$ cat src/rtl/gpio_pkg.sv
// Shared constants and types for the GPIO controller slice.
package gpio_pkg;

    localparam int GPIO_WIDTH_DEF      = 8;
    localparam int DEBOUNCE_CYCLES_DEF = 16;

    typedef logic [GPIO_WIDTH_DEF-1:0] gpio_vec_t;

endpackage : gpio_pkg

$ cat src/rtl/gpio_debounce_bit.sv
// One GPIO line: 2-FF synchroniser, debounce counter, and rise/fall pulses
// aligned with the first cycle the accepted level appears on stable_o.
module gpio_debounce_bit #(
    parameter int DEBOUNCE_CYCLES = 16,
    localparam int CNT_WIDTH = $clog2(DEBOUNCE_CYCLES + 1)
) (
    input  logic clk_i,
    input  logic rst_i,
    input  logic pad_i,
    output logic stable_o,
    output logic rise_o,
    output logic fall_o
);

    localparam logic [CNT_WIDTH-1:0] CNT_ZERO = CNT_WIDTH'(0);
    localparam logic [CNT_WIDTH-1:0] CNT_ONE  = CNT_WIDTH'(1);
    localparam logic [CNT_WIDTH-1:0] CNT_LAST = CNT_WIDTH'(DEBOUNCE_CYCLES - 1);

    logic                 sync1_r;
    logic                 sync2_r;
    logic [CNT_WIDTH-1:0] cnt_r;
    logic                 stable_r;
    logic                 rise_r;
    logic                 fall_r;

    // Synchronise the pad, count consecutive disagreeing samples, accept the
    // new level after DEBOUNCE_CYCLES of them and pulse the matching edge.
    always_ff @(posedge clk_i or posedge rst_i) begin
        if (rst_i) begin
            sync1_r  <= 1'b0;
            sync2_r  <= 1'b0;
            cnt_r    <= CNT_ZERO;
            stable_r <= 1'b0;
            rise_r   <= 1'b0;
            fall_r   <= 1'b0;
        end else begin
            sync1_r <= pad_i;
            sync2_r <= sync1_r;
            rise_r  <= 1'b0;
            fall_r  <= 1'b0;
            if (sync2_r == stable_r) begin
                cnt_r <= CNT_ZERO;
            end else if (cnt_r == CNT_LAST) begin
                // Saturation point: accept the level and restart from zero.
                stable_r <= sync2_r;
                cnt_r    <= CNT_ZERO;
                rise_r   <= sync2_r;
                fall_r   <= ~sync2_r;
            end else begin
                cnt_r <= cnt_r + CNT_ONE;
            end
        end
    end

    assign stable_o = stable_r;
    assign rise_o   = rise_r;
    assign fall_o   = fall_r;

endmodule : gpio_debounce_bit

$ cat src/rtl/gpio_input_conditioner.sv
// Conditions raw GPIO pads for the controller: per-bit synchronise and
// debounce, edge pulses, sticky W1C pending flags and a level interrupt.
module gpio_input_conditioner
    import gpio_pkg::*;
#(
    parameter int GPIO_WIDTH      = GPIO_WIDTH_DEF,
    parameter int DEBOUNCE_CYCLES = DEBOUNCE_CYCLES_DEF
) (
    input  logic                  clk_i,
    input  logic                  rst_i,
    input  logic [GPIO_WIDTH-1:0] pad_i,
    output logic [GPIO_WIDTH-1:0] filt_data_o,
    output logic [GPIO_WIDTH-1:0] rise_o,
    output logic [GPIO_WIDTH-1:0] fall_o,
    input  logic [GPIO_WIDTH-1:0] rise_en_i,
    input  logic [GPIO_WIDTH-1:0] fall_en_i,
    input  logic [GPIO_WIDTH-1:0] pend_clr_i,
    output logic [GPIO_WIDTH-1:0] pend_o,
    output logic                  irq_o
);

    logic [GPIO_WIDTH-1:0] stable_s;
    logic [GPIO_WIDTH-1:0] rise_s;
    logic [GPIO_WIDTH-1:0] fall_s;
    logic [GPIO_WIDTH-1:0] set_s;
    logic [GPIO_WIDTH-1:0] pend_r;
    logic                  irq_r;

    for (genvar gi = 0; gi < GPIO_WIDTH; gi++) begin : g_bit
        gpio_debounce_bit #(
            .DEBOUNCE_CYCLES(DEBOUNCE_CYCLES)
        ) u_bit (
            .clk_i   (clk_i),
            .rst_i   (rst_i),
            .pad_i   (pad_i[gi]),
            .stable_o(stable_s[gi]),
            .rise_o  (rise_s[gi]),
            .fall_o  (fall_s[gi])
        );
    end

    // Enabled edge events that should raise a pending flag this cycle.
    always_comb begin
        set_s = {GPIO_WIDTH{1'b0}};
        set_s = (rise_s & rise_en_i) | (fall_s & fall_en_i);
    end

    // Sticky pending flags; a new event wins over a same-cycle clear.
    always_ff @(posedge clk_i or posedge rst_i) begin
        if (rst_i) begin
            pend_r <= {GPIO_WIDTH{1'b0}};
        end else begin
            pend_r <= set_s | (pend_r & ~pend_clr_i);
        end
    end

    // Level interrupt follows the pending flags one cycle later.
    always_ff @(posedge clk_i or posedge rst_i) begin
        if (rst_i) begin
            irq_r <= 1'b0;
        end else begin
            irq_r <= |pend_r;
        end
    end

    assign filt_data_o = stable_s;
    assign rise_o      = rise_s;
    assign fall_o      = fall_s;
    assign pend_o      = pend_r;
    assign irq_o       = irq_r;

endmodule : gpio_input_conditioner

$ cat config.mk
export PLATFORM = sky130hd
export DESIGN_NAME = gpio_input_conditioner
export DESIGN_NICKNAME = d
export VERILOG_FILES = /design/src/rtl/gpio_pkg.sv /design/src/rtl/gpio_debounce_bit.sv /design/src/rtl/gpio_input_conditioner.sv
export SDC_FILE = /design/constraint.sdc
export NUM_CORES = 1
export LEC_CHECK = 0
export ABC_AREA = 1
export CAP_MARGIN = 40
export CORE_ASPECT_RATIO = 1.5
export CORE_MARGIN = 10
export CORE_UTILIZATION = 35
export CTS_CLUSTER_SIZE = 25
export DETAILED_ROUTE_END_ITERATION = 12
export GPL_ROUTABILITY_DRIVEN = 1
export GPL_TIMING_DRIVEN = 0
export HOLD_SLACK_MARGIN = 0.06
export PLACE_DENSITY = 0.65
export REMOVE_ABC_BUFFERS = 1
export SLEW_MARGIN = 10
export SYNTH_ARGS = -nofsm -noshare
export SYNTH_HDL_FRONTEND = slang
export SYNTH_SLANG_ARGS = --single-unit
$ cat constraint.sdc
create_clock -name clk_i -period 3.75 [get_ports clk_i]
set_input_delay 0.9375 -clock clk_i [delete_from_list [all_inputs] [get_ports clk_i]]
set_output_delay 0.9375 -clock clk_i [all_outputs]
set_load 0.01 [all_outputs]
======== Yosys cells after proc, flatten, opt, wreduce, memory -nomap -nowiden ========
Cells that the tools add are included.
W data, S select, Z words.
operators by class
  $add $sub $neg .......................... 8
  equality and inequality tests ........... 16
  multiplexer cells ....................... 48
  bitwise logic cells ..................... 22
  reduce and logical (&&, ||, !) cells .... 9
operators by type and width
  cell                   count
  $mux W5                16
  $add A5 B1 Y5 const B  8
  $eq A5 B4 Y1 const B   8
  $mux W1                32
  $and A8 B8 Y8          3
  $not A1 Y1             16
  $or A8 B8 Y8           2
  $reduce_and A2 Y1      8
  $eq A1 B1 Y1           8
  $not A8 Y8             1
  $reduce_or A8 Y1       1
storage, ports and cells
  flip-flop bits (word level) ............. 89
  input bits .............................. 34
  output and inout port bits .............. 33
  logic and storage cells ................. 153

======== Depth between registers and ports, before layout ========
  word-level depth ........................ 3
  depth in mapped cells ................... 5
  mapped depth without buffers ............ 5

======== Hierarchy ========
A second synthesis with hierarchy kept.
second synthesis, totals
  cell total of the unflattened synthesis .. 393
  area, all modules ....................... 3618.5 µm²
by module, submodules not included
  module                  times used  cells each  area each (µm²)  seq. area each (µm²)
  gpio_debounce_bit       8           41          396.6            250.2
  gpio_input_conditioner  1           65          445.4            225.2

======== Least setup slack after synthesis ========
No wires, ideal clock.
  path type ............................... reg2out
  from .................................... register g_bit[0].u_bit.stable_r
  to ...................................... output port filt_data_o[0]
  data arrival time ....................... 519 ps
  required time ........................... 2812 ps
  setup slack ............................. 2294 ps
  stages on the path, launching flop included .. 2
  path buffers ............................ 1
  cell sequence ........................... dfrtp_1 > buf_4
RTL lines
  item                    RTL line                      RTL
  from (decl)             gpio_debounce_bit.sv:22       logic stable_r;
  from (signal assigned)  gpio_debounce_bit.sv:45       stable_r <= sync2_r;
  to (decl)               gpio_input_conditioner.sv:12  output logic [GPIO_WIDTH-1:0] filt_data_o,
No word-level cell between the ends.

======== Worst setup path in the final report ========
  from .................................... register pend_r[4], in the netlist pend_o[4]
  to ...................................... output port pend_o[4]
RTL lines
  item                    RTL line                      RTL
  from (decl)             gpio_input_conditioner.sv:26  logic [GPIO_WIDTH-1:0] pend_r;
  from (signal assigned)  gpio_input_conditioner.sv:51  pend_r <= {GPIO_WIDTH{1'b0}};
  from (signal assigned)  gpio_input_conditioner.sv:53  pend_r <= set_s | (pend_r & ~pend_clr_i);
  to (decl)               gpio_input_conditioner.sv:18  output logic [GPIO_WIDTH-1:0] pend_o,
No word-level cell between the ends.

==> reports/results.ini <==
[final_layout]
fillCellCount = 1029
utilization = 0.449
layout-drive-gt1-share = 0.0646
final_common_cell = nand2_1
nNetsFinal = 487
synthToLayoutAreaGrowth_pct = 26.6
layout_common_cells = nand2_1 (93), dfrtp_1 (89), clkdlybuf4s50_1 (66), nor2_1 (64), inv_1 (56)
antennaDiodeCount = 0

[setup_path]
startpoint = pend_o[4]
end_kind = primary output
path_class = reg2out
worstPathMaxFanout = 3
crit_end = pend_o[4]
crit_buf_inv = 1
critPathTopFamily = buffers and inverters
r2r_slack_ns = 2.65
crit_chain = clkdlybuf4s50_1
reg2reg_from = g_bit[0].u_bit.cnt_r[0]
r2r_cells = 4
start_kind = flop
crit-reg2reg-capture = g_bit[0].u_bit.cnt_r[0]
path_depth = 1
slowest_stage = clkdlybuf4s50_1
critPathArrivalTime_ns = 1.32
slowest_delay_ns = 0.58
cp.required_ns = 2.81

[timing]
hold_violations = 0
post-route-period-util = 0.602
fmax_mhz = 443
finalSetupTns_ns = 0
drv_slew = 0
clock-skew-final_ns = 0.00637
relSlewSlack = 0.624
worst_slew_pin_slew_ns = 0.564
setup_viol = 0
rsz0062_at_grt = no
min_period_ns = 2.26

[cts]
holdBufCountCts = 0
cts.htree.levels = 3
numCtsBuffers = 9
ctsResizeCount = 0
cts_tree = done
cts.sink_count = 89
clk_latency_ns = 0.33
clk_path_buf_depth = 2
cts.clk_slew.worst_paths_ns = 0.06
root_buffer = clkbuf_16
postCtsSetupRepairBufs = 0

[yosys]
syn_inst = 391
ys_ff_latch = 89
ys_types = 13
syn_area_per_cell_sq_um = 9.49
yosysWarningCount = 0
syn_area_sq_um = 3710
yosysSeqAreaShare = 0.600

[hold_path]
min_path_type = reg2reg

[floorplanning]
coreArea_sq_um = 10500
fp.dieW_microns = 104
die_area_sq_um = 15200
start_util = 0.354
io-pin-count = 67
num_rows = 46
die_h_microns = 146

[detailed_routing]
vias = 2551
first_pass_iters = 4
routedWlPerCell_microns = 11.4
drtAntennaViolNets = 0
wl_microns = 6760
drt-vias-per-instance = 4.30
drc = 0
drt_iter0_drc = 22

[placement]
gp_congestion = 0.744
portBuffers = 66
dp_hpwl_microns = 5230

[grt]
grt_first_pass_wirelength_microns = 12100
grt_overflow = 0
grt_pass1_vias = 2713
antenna_found_initial = 0
grt_use_total = 0.0956
grt_max_degree = 47

[pwr]
vdd_drop_max_uv = 223
powerDensity_nw_per_um2 = 429
p_leak_uw = 0.00234

[run_status]
status = completed

[job]
max_cap_violations = 0

-- flip-flops by register name, summed over array words and instances (netlist names) --
register / count
g_bit.u_bit.cnt_r: 40
g_bit.u_bit.stable_o: 8
g_bit.u_bit.sync2_r: 8
irq_o: 1
pend_o: 8
g_bit.u_bit.sync1_r: 8
g_bit.u_bit.fall_o: 8
g_bit.u_bit.rise_o: 8
-- area by class of cell --
| cell class | instances | area (sq um) | area share |
|---|---|---|---|
| flip-flops and latches | 89 | 2230 | 0.474 |
| repair buffers | 67 | 688 | 0.146 |
| inverters | 57 | 216 | 0.0461 |
| clock inverters | 3 | 40.0 | 0.00852 |
| multi-input cells | 221 | 1090 | 0.232 |
| well taps | 144 | 180 | 0.0383 |
| clock buffers | 12 | 256 | 0.0546 |
-- cells by family (layout without fill, tap and decap cells) --
family                   Yosys count  after routing  synth area share
AO/OA/AOI/OAI                      8              8            0.0162
XOR/XNOR                           8              8            0.0189
AND/OR/NAND/NOR                  197            197             0.232
flip-flops                        89             89             0.600
adder cells (fa/ha/maj)            8              8            0.0270
buffers and inverters             81            139             0.106
-- cells in the mapped netlist, drive strengths merged --
library cell / count / area (sq um)
nand2: 99 / 387
dfrtp: 89 / 2230
nor2: 64 / 240
inv: 57 / 214
buf: 24 / 180
nand3: 16 / 80.1
nand4: 16 / 144
ha: 8 / 100
o211ai: 8 / 60.1
xnor2: 8 / 70.1
nor3: 2 / 10.0
-- stage by stage --
stage,setup slack [ns],power (uW),cell area [sq um],hold slack (ns),instances
after detailed placement,1.70,1150,4400,0.335,578
final,1.49,2010,4700,0.347,593
after global placement,-0.828,1140,4370,0.333,577
after CTS,1.46,2040,4700,0.348,593
after floorplan,0.506,1090,3530,0.331,367
after global routing,1.44,2100,4700,0.364,593
-- metal layers --
layer	track usage	vias up	routed length, microns
li1	-	1295	-
met1	0.106	1183	2970
met2	0.163	63	3340
met3	0.0260	10	312
met4	0.0524	0	140
met5	0	-	0
-- worst min path at each step --
stage	from	end	slack (ns)	cells past startpoint
final	g_bit[2].u_bit.sync1_r	g_bit[2].u_bit.sync2_r	0.35	0
after global routing	g_bit[3].u_bit.sync1_r	g_bit[3].u_bit.sync2_r	0.36	0
after floorplan	g_bit[0].u_bit.sync1_r	g_bit[0].u_bit.sync2_r	0.33	0
after global placement	g_bit[2].u_bit.sync1_r	g_bit[2].u_bit.sync2_r	0.33	0
after detailed placement	g_bit[2].u_bit.sync1_r	g_bit[2].u_bit.sync2_r	0.33	0
after CTS	g_bit[2].u_bit.sync1_r	g_bit[2].u_bit.sync2_r	0.35	0
-- power by group --
part           switching, uW  leakage, uW  internal [uW]
Clock                    338     0.000148            546
Combinational           54.1      0.00100           58.7
Sequential              27.6      0.00119            990
Total                    419      0.00234           1600
Power figures use the tool's default switching activity.
